===== config.mk =====
export PLATFORM = sky130hd
export DESIGN_NAME = stdp_update_scheduler
export DESIGN_NICKNAME = d
export VERILOG_FILES = /design/src/rtl/stdp_pkg.sv /design/src/rtl/stdp_rr_arbiter.sv /design/src/rtl/stdp_update_scheduler.sv
export SDC_FILE = /design/constraint.sdc
export NUM_CORES = 1
export LEC_CHECK = 0
export CAP_MARGIN = 20
export CORE_MARGIN = 2
export CORE_UTILIZATION = 55
export DETAILED_ROUTE_END_ITERATION = 6
export PLACE_DENSITY = 0.76
export SLEW_MARGIN = 5
export SYNTH_ARGS = -nofsm -noshare
export SYNTH_HDL_FRONTEND = slang
export SYNTH_SLANG_ARGS = --single-unit

===== constraint.sdc =====
create_clock -name clk -period 2.2 [get_ports clk]
set_input_delay 0.44 -clock clk [delete_from_list [all_inputs] [get_ports clk]]
set_output_delay 0.44 -clock clk [all_outputs]
set_load 0.02 [all_outputs]

===== src/rtl/stdp_pkg.sv =====
// Shared parameters and encodings for the STDP update scheduler.
package stdp_pkg;
   localparam int NUM_PRE = 4;
   localparam int TW      = 4;
   localparam int WINDOW  = 8;
   localparam int TMAX    = (1 << TW) - 1;

   typedef enum logic {DIR_LTD = 1'b0, DIR_LTP = 1'b1} dir_e;
   typedef enum logic {S_IDLE = 1'b0, S_PRESENT = 1'b1} state_e;
endpackage


===== src/rtl/stdp_rr_arbiter.sv =====
// Round-robin grant over NUM_PRE request slots; pointer moves past the accepted index.
module stdp_rr_arbiter #(
   parameter int N  = 4,
   parameter int IW = 2
) (
   input  logic          clk,
   input  logic          rst_n,
   input  logic [N-1:0]  req,
   input  logic          accept,
   input  logic [IW-1:0] acc_idx,
   output logic          gnt_vld,
   output logic [IW-1:0] gnt_idx
);
   import stdp_pkg::*;

   logic [IW-1:0] ptr;
   logic [IW-1:0] base;

   // On accept the search already starts past the slot being retired, so a
   // back-to-back grant needs no bubble.
   always_comb begin
      base    = accept ? IW'((int'(acc_idx) + 1) % N) : ptr;
      gnt_vld = 1'b0;
      gnt_idx = '0;
      for (int k = 0; k < N; k++) begin
         if (!gnt_vld && req[(int'(base) + k) % N]) begin
            gnt_vld = 1'b1;
            gnt_idx = IW'((int'(base) + k) % N);
         end
      end
   end

   always_ff @(posedge clk) begin
      if (!rst_n)      ptr <= '0;
      else if (accept) ptr <= base;
   end
endmodule


===== src/rtl/stdp_update_scheduler.sv =====
// Spike timers, per-neuron request slots and a two-state presenter feeding a
// weight-update unit with LTP/LTD requests.
module stdp_update_scheduler #(
   parameter  int NUM_PRE = stdp_pkg::NUM_PRE,
   parameter  int TW      = stdp_pkg::TW,
   parameter  int WINDOW  = stdp_pkg::WINDOW,
   localparam int IW      = (NUM_PRE > 1) ? $clog2(NUM_PRE) : 1
) (
   input  logic               clk,
   input  logic               rst_n,
   input  logic               en,
   input  logic [NUM_PRE-1:0] pre_spike,
   input  logic               post_spike,
   input  logic               upd_ready,
   input  logic               clr_ovf,
   output logic               upd_valid,
   output logic [IW-1:0]      upd_idx,
   output logic               upd_dir,
   output logic [TW-1:0]      upd_dt,
   output logic [NUM_PRE-1:0] pending,
   output logic               ovf
);
   import stdp_pkg::*;

   localparam logic [TW-1:0] TSAT = '1;

   logic [NUM_PRE-1:0][TW-1:0] pre_tmr;
   logic [TW-1:0]              post_tmr;
   logic [NUM_PRE-1:0]         slot_vld, slot_dir;
   logic [NUM_PRE-1:0][TW-1:0] slot_dt;
   logic [NUM_PRE-1:0]         ltp, ltd, clr, drop, presented, req;
   state_e                     state;
   logic                       hs, gnt_vld;
   logic [IW-1:0]              gnt_idx;

   assign hs      = upd_valid & upd_ready;
   assign pending = slot_vld;

   // A coincident pre/post spike counts as causal with dt=0, never as LTD.
   always_comb begin
      for (int i = 0; i < NUM_PRE; i++) begin
         ltp[i]       = en & post_spike & (pre_spike[i] | (int'(pre_tmr[i]) < WINDOW));
         ltd[i]       = en & pre_spike[i] & ~post_spike & (int'(post_tmr) < WINDOW);
         presented[i] = (state == S_PRESENT) && (upd_idx == IW'(i));
         clr[i]       = hs && (upd_idx == IW'(i));
         drop[i]      = (ltp[i] | ltd[i]) & slot_vld[i] & ~clr[i];
         req[i]       = en & slot_vld[i] & ~clr[i];
      end
   end

   always_ff @(posedge clk) begin
      if (!rst_n)                post_tmr <= TSAT;
      else if (post_spike)       post_tmr <= TW'(1);
      else if (post_tmr != TSAT) post_tmr <= post_tmr + 1'b1;
   end

   always_ff @(posedge clk) begin
      if (!rst_n) begin
         pre_tmr  <= {NUM_PRE{TSAT}};
         slot_vld <= '0;
         slot_dir <= '0;
         slot_dt  <= '0;
      end else begin
         for (int i = 0; i < NUM_PRE; i++) begin
            if (pre_spike[i])              pre_tmr[i] <= TW'(1);
            else if (pre_tmr[i] != TSAT)   pre_tmr[i] <= pre_tmr[i] + 1'b1;

            if (!en)
               slot_vld[i] <= presented[i] & ~clr[i];
            else if ((ltp[i] | ltd[i]) && (!slot_vld[i] || clr[i])) begin
               slot_vld[i] <= 1'b1;
               slot_dir[i] <= ltp[i] ? DIR_LTP : DIR_LTD;
               slot_dt[i]  <= ltp[i] ? (pre_spike[i] ? '0 : pre_tmr[i]) : post_tmr;
            end else if (clr[i])
               slot_vld[i] <= 1'b0;
         end
      end
   end

   always_ff @(posedge clk) begin
      if (!rst_n)        ovf <= 1'b0;
      else if (|drop)    ovf <= 1'b1;
      else if (clr_ovf)  ovf <= 1'b0;
   end

   stdp_rr_arbiter #(.N(NUM_PRE), .IW(IW)) u_arb (
      .clk     (clk),
      .rst_n   (rst_n),
      .req     (req),
      .accept  (hs),
      .acc_idx (upd_idx),
      .gnt_vld (gnt_vld),
      .gnt_idx (gnt_idx)
   );

   always_ff @(posedge clk) begin
      if (!rst_n) begin
         state     <= S_IDLE;
         upd_valid <= 1'b0;
         upd_idx   <= '0;
         upd_dir   <= 1'b0;
         upd_dt    <= '0;
      end else begin
         case (state)
            S_IDLE:
               if (gnt_vld) begin
                  state     <= S_PRESENT;
                  upd_valid <= 1'b1;
                  upd_idx   <= gnt_idx;
                  upd_dir   <= slot_dir[gnt_idx];
                  upd_dt    <= slot_dt[gnt_idx];
               end
            S_PRESENT:
               if (hs) begin
                  if (gnt_vld) begin
                     upd_idx <= gnt_idx;
                     upd_dir <= slot_dir[gnt_idx];
                     upd_dt  <= slot_dt[gnt_idx];
                  end else begin
                     state     <= S_IDLE;
                     upd_valid <= 1'b0;
                  end
               end
         endcase
      end
   end
endmodule


==> results of run 1 <==
-- cell usage after synthesis (all sizes together), types with 3 or more instances --
master	n
inv	13
nor2	12
a21o	4
o21ai	23
a21oi	21
mux2i	19
nand3b	6
clkbuf	6
o21a	3
and3	5
ha	9
nor3b	11
a211oi	4
nor3	3
nor2b	9
nand2	31
xnor2	5
o211a	12
a22oi	3
buf	10
o221ai	5
a21boi	3
nand3	24
nand2b	4
and2	6
dfxtp	56
-- where the power goes --
group	internal (mW)	total, mW	switching [mW]	leakage [nW]
combinational	0.309	0.616	0.307	1.04
sequential	1.10	1.18	0.0871	0.462
clock	0.569	0.918	0.349	0.0784
total	1.97	2.72	0.743	1.58
-- worst register-to-register path: cells and delay by family, from the launching register on --
family | cells | cell delay, ns
buf+inv | 1 | 0.10
fa+ha+maj | 1 | 0.29
flops | 1 | 0.37
simple gates | 3 | 0.52
compound gates | 3 | 0.65
-- path summary, 6_finish.rpt --
check / slack [ns] / cells after the start / endpoint / from
worst min register to register: 0.44 / 2 / slot_dt[7] / slot_dt[7]
worst max-delay path: 0.08 / 9 / upd_dt[0] / upd_ready
worst max register to register: 0.13 / 8 / upd_dt[3] / upd_idx[1]
worst min-delay path: 0.44 / 2 / slot_dt[7] / slot_dt[7]
-- kinds of logic after synthesis --
group / count (synthesis) / synth area share
AO/OA/AOI/OAI: 91 / 0.224
XOR/XNOR: 5 / 0.0150
adder cells (fa/ha/maj): 9 / 0.0386
buffers and inverters: 29 / 0.0480
flip-flops: 56 / 0.384
multiplexers: 21 / 0.0729
AND/OR/NAND/NOR: 114 / 0.217
-- registers in the layout (all words and copies together) (netlist names) --
name	flops
slot_dir	4
pre_tmr	16
state	1
pending	4
upd_idx	2
upd_dt	4
upd_valid	1
post_tmr	4
upd_dir	1
slot_dt	16
u_arb.ptr	2
ovf	1
-- final cells by class --
cell class / count / area (um2)
well taps: 70 / 87.6
clock buffers: 5 / 68.8
fillers: 397 / 1390
flip-flops and latches: 56 / 1120
clock inverters: 3 / 90.1
multi-input cells: 240 / 1760
repair buffers: 62 / 541
inverters: 13 / 48.8
-- per-layer routing --
metal	routed length, um	GRT usage
met5	0	0
met4	64	0.0655
met3	246	0.0435
met2	3410	0.426
met1	3220	0.308
-- per-stage QoR --
step	area [um2]	power (mW)	worst slack, ns	hold WS [ns]	util
floorplan	2920	1.57	0.0534	0.409	-
global placement	3440	1.76	-0.208	0.421	0.674
detailed placement	3440	1.78	-0.336	0.429	0.674
CTS	3610	2.69	0.0146	0.443	0.707
global route	3710	2.84	0.00449	0.471	0.727
finish	3710	2.72	0.0756	0.444	0.727
-- what timing repair did --
item / in CTS / in global routing
pin swaps: 0 / 2
setup endpoints to repair: 2 / 5
cloned: 0 / 1
gates resized for setup: 2 / 19
==> results.json, run 1 <==
{
  "path_clk_slew_ns": 0.10,
  "setup_tns_ns": 0,
  "ys_ff_latch": 56,
  "worstPathArrival_ns": 2.31,
  "synth_area_um2": 2920,
  "rows": 26,
  "cp_top_family": "buffers and inverters",
  "routabilityCongestion": 0.831,
  "numCtsBuffers": 5,
  "cts_hold_buffers": 0,
  "grt_start_max_net_pins": 39,
  "yosysWarningCount": 0,
  "antenna_cells": 0,
  "synth_edf_count": 0,
  "hp-class": "reg -> reg",
  "tightest_slew_ns": 0.458,
  "firstDrtPassIters": 4,
  "path_max_fanout": 10,
  "die_area_um2": 5900,
  "status": "complete, no violations",
  "htreeDepth": 2,
  "max_freq_ghz": 0.471,
  "fin_worst_skew_ns": 0.00767,
  "path_cells": "clkdlybuf4s50_1, buf_6, a211o_1, o31a_1, o21ai_2, a211oi_4, buf_6, mux2i_1, o221ai_1",
  "finalNonFillerCells": 449,
  "dieHeight_um": 76.8,
  "synth_area_leaders": "dfxtp_1 (38%), mux2i_1 (6.5%), o211a_1 (4.1%), nand2_1 (4.0%), ha_1 (3.9%)",
  "timing.critical_path.mode_cell": "buf_6",
  "antenna_found_initial": 0,
  "layout_commonest_cell": "dfxtp_1",
  "hpwl_mm": 5.03,
  "final_cell_mix": "dfxtp_1 (55), buf_4 (37), nand2_1 (31)",
  "io-pin-count": 23,
  "placement.io_buffers": 22,
  "wl_mm": 6.94,
  "maxSlewViolCount": 0,
  "ys.flop_type": "dfxtp_1",
  "grt_pass1_wl_mm": 11.8,
  "syn2layout_area_growth_pct": 27.3,
  "cp-start-kind": "primary input",
  "clock_latency_ns": 0.31,
  "avgSynthCellArea_um2": 8.98,
  "grt_pass1_vias": 2560,
  "rsz0062_at_grt": "false",
  "cp-end-kind": "flop",
  "crit_buf_inv": 3,
  "yosysTopAreaCell": "dfxtp_1",
  "grt_util_all_layers": 0.244,
  "slowest_stage": "clkdlybuf4s50_1",
  "die_w_um": 76.8,
  "grt.overflow.total": 0,
  "required_ns": 2.39,
  "layout_min_cycle_time_ns": 2.12,
  "hold_violations": 0,
  "clockBufferDepth": 2,
  "cap_violations": 0,
  "wl_per_cell_um": 15.4,
  "slowest_delay_ns": 0.49,
  "slew-limit-headroom": 0.693,
  "core_area_um2": 5110,
  "vias": 2562,
  "clock-root-buffer": "clkbuf_8",
  "post_cts_buffers": 0,
  "irDropWorstVdd_mv": 0.571,
  "p_leak_nw": 1.58,
  "p_per_area_nw_per_um2": 731,
  "cts_tree": "yes",
  "synthCells": 325,
  "viasPerCell": 5.71,
  "initial_core_util": 0.571,
  "drc_errors": 0,
  "path_class": "in -> reg",
  "fin_nets": 397,
  "final_layout_size_suffix_gt1_frac": 0.193,
  "netlist.area_leader.share": 0.384,
  "dp.cells": 440,
  "cts.sinks": 56,
  "syn_nets": 344,
  "period_share": 0.966,
  "first_iter_violations": 120,
  "ant_nets": 0,
  "ys_seq_area_frac": 0.384,
  "setup_viol": 0,
  "synth.distinct_cells": 48,
  "async_flop_share": 0
}
(Power assumes the default switching activity.)
==> run 2, diff against run 1 <==
- SLEW_MARGIN: 5 -> 20
- clock period: 2.2 -> 2.5 ns (I/O delays scaled with it)
==> run 2 against run 1 <==
  * First-iteration DRC count increased by 46%
  * Clock skew increased by 0.0012 ns
  * Non-clock buffer count decreased by 17
  * Flip-flop and latch count unchanged
  * Critical endpoint is now upd_dt[1]
  * Largest cell class unchanged
  * Critical path depth decreased by 1
  * Design area decreased by 9.0%
  * Via count decreased by 2.1%
  * Register-to-register slack improved by 0.10 ns
  * Worst hold slack got worse by 0.0094 ns
  * Routed wire length decreased by 7.7%
  * Worst setup slack improved by 0.15 ns
  * Power decreased by 28%
==> results.json, run 2 (same netlist as run 1, synthesis figures left out) <==
{
  "status": "complete, no violations",
  "hold_violations": 0,
  "irDropWorstVdd_mv": 0.340,
  "cts_tree": "yes",
  "dieHeight_um": 76.8,
  "grt_pass1_wl_mm": 11.1,
  "layout_min_cycle_time_ns": 2.28,
  "hp-start": "slot_dt[11]",
  "post_cts_buffers": 0,
  "p_leak_nw": 1.44,
  "io-pin-count": 23,
  "antenna_cells": 0,
  "grt_start_max_net_pins": 36,
  "final_layout_size_suffix_gt1_frac": 0.114,
  "hp-class": "reg -> reg",
  "cp-startpoint": "upd_ready",
  "clock-root-buffer": "clkbuf_8",
  "layout_commonest_cell": "dfxtp_1",
  "power_mw": 1.97,
  "antenna_found_initial": 0,
  "cts_hold_buffers": 0,
  "grt.overflow.total": 0,
  "placement.io_buffers": 22,
  "period_share": 0.912,
  "numCtsBuffers": 5,
  "hpwl_mm": 4.77,
  "rsz0062_at_grt": "false",
  "initial_core_util": 0.571,
  "firstDrtPassIters": 4,
  "clockBufferDepth": 2,
  "maxSlewViolCount": 0,
  "drc_errors": 0,
  "syn2layout_area_growth_pct": 15.9,
  "ctsResizeCount": 0,
  "final_cell_mix": "dfxtp_1 (56), nand2_1 (31), buf_4 (23)",
  "rows": 26,
  "clock_latency_ns": 0.31,
  "r2r-start": "upd_idx[0]",
  "slew-limit-headroom": 0.688,
  "dpl-instance-area_um2": 3310,
  "dp.cells": 424,
  "wl_mm": 6.40,
  "core_area_um2": 5110,
  "wl_per_cell_um": 14.9,
  "vias": 2508,
  "slowest_stage": "clkdlybuf4s50_1",
  "path_max_fanout": 10,
  "finalNonFillerCells": 429,
  "cp-end-kind": "flop",
  "ant_nets": 0,
  "worstPathArrival_ns": 2.46,
  "grt_util_all_layers": 0.231,
  "setup_viol": 0,
  "tightest_slew_ns": 0.465,
  "grt_pass1_vias": 2421,
  "routabilityCongestion": 0.831,
  "viasPerCell": 5.85,
  "fin_area_um2": 3380,
  "htreeDepth": 2,
  "cts.sinks": 56,
  "required_ns": 2.68,
  "die_area_um2": 5900,
  "cap_violations": 0,
  "path_clk_slew_ns": 0.08,
  "fin_worst_skew_ns": 0.00884,
  "die_w_um": 76.8,
  "cp-start-kind": "primary input",
  "first_iter_violations": 175,
  "setup_tns_ns": 0,
  "p_per_area_nw_per_um2": 582,
  "path_class": "in -> reg",
  "max_freq_ghz": 0.439,
  "largestRegisters": "pre_tmr x16, slot_dt x16",
  "slowest_delay_ns": 0.58,
  "fin_nets": 380,
  "path_cells": "clkdlybuf4s50_1, nand3_1, and3_1, o21ai_1, a211oi_2, buf_4, mux2i_1, o221ai_1"
}
[run 2: layout make-up]
cell class | count | area (um2)
multi-input combinational | 240 | 1660
fill | 438 | 1730
tap | 70 | 87.6
inverter | 13 | 48.8
timing repair buffer | 45 | 393
sequential | 56 | 1120
clock buffer | 5 | 68.8
[run 2: worst max-delay path: cells and delay by family]
family                 cells  cell delay [ns]
muxes                      1             0.24
buffers and inverters      2             0.82
and+or+nand+nor            2             0.43
AOI/OAI and AO/OA          3             0.47
[run 2: per-stage QoR]
step                 util  hold slack, ns  setup slack (ns)
floorplan               -           0.409             0.353
global placement    0.648           0.420           -0.0783
detailed placement  0.648           0.422            -0.122
CTS                 0.662           0.435             0.215
global route        0.662           0.455            0.0575
finish              0.662           0.434             0.221
[run 2: path summary, 6_finish.rpt]
kind	end	slack, ns	cells past startpoint
hold / removal	slot_dt[11]	0.43	2
hold reg to reg	slot_dt[11]	0.43	2
setup / recovery	upd_dt[1]	0.22	8
setup reg to reg	upd_dt[1]	0.23	9
[run 2: report_power, final]
group | switching [mW] | internal, mW
clock network | 0.272 | 0.182
logic | 0.243 | 0.231
registers | 0.0759 | 0.964
total | 0.591 | 1.38
[run 2: metal layers]
layer	part of all wire	global-route usage
met4	0.011	0.0636
met2	0.48	0.404
met3	0.046	0.0388
met1	0.46	0.291
met5	0	0
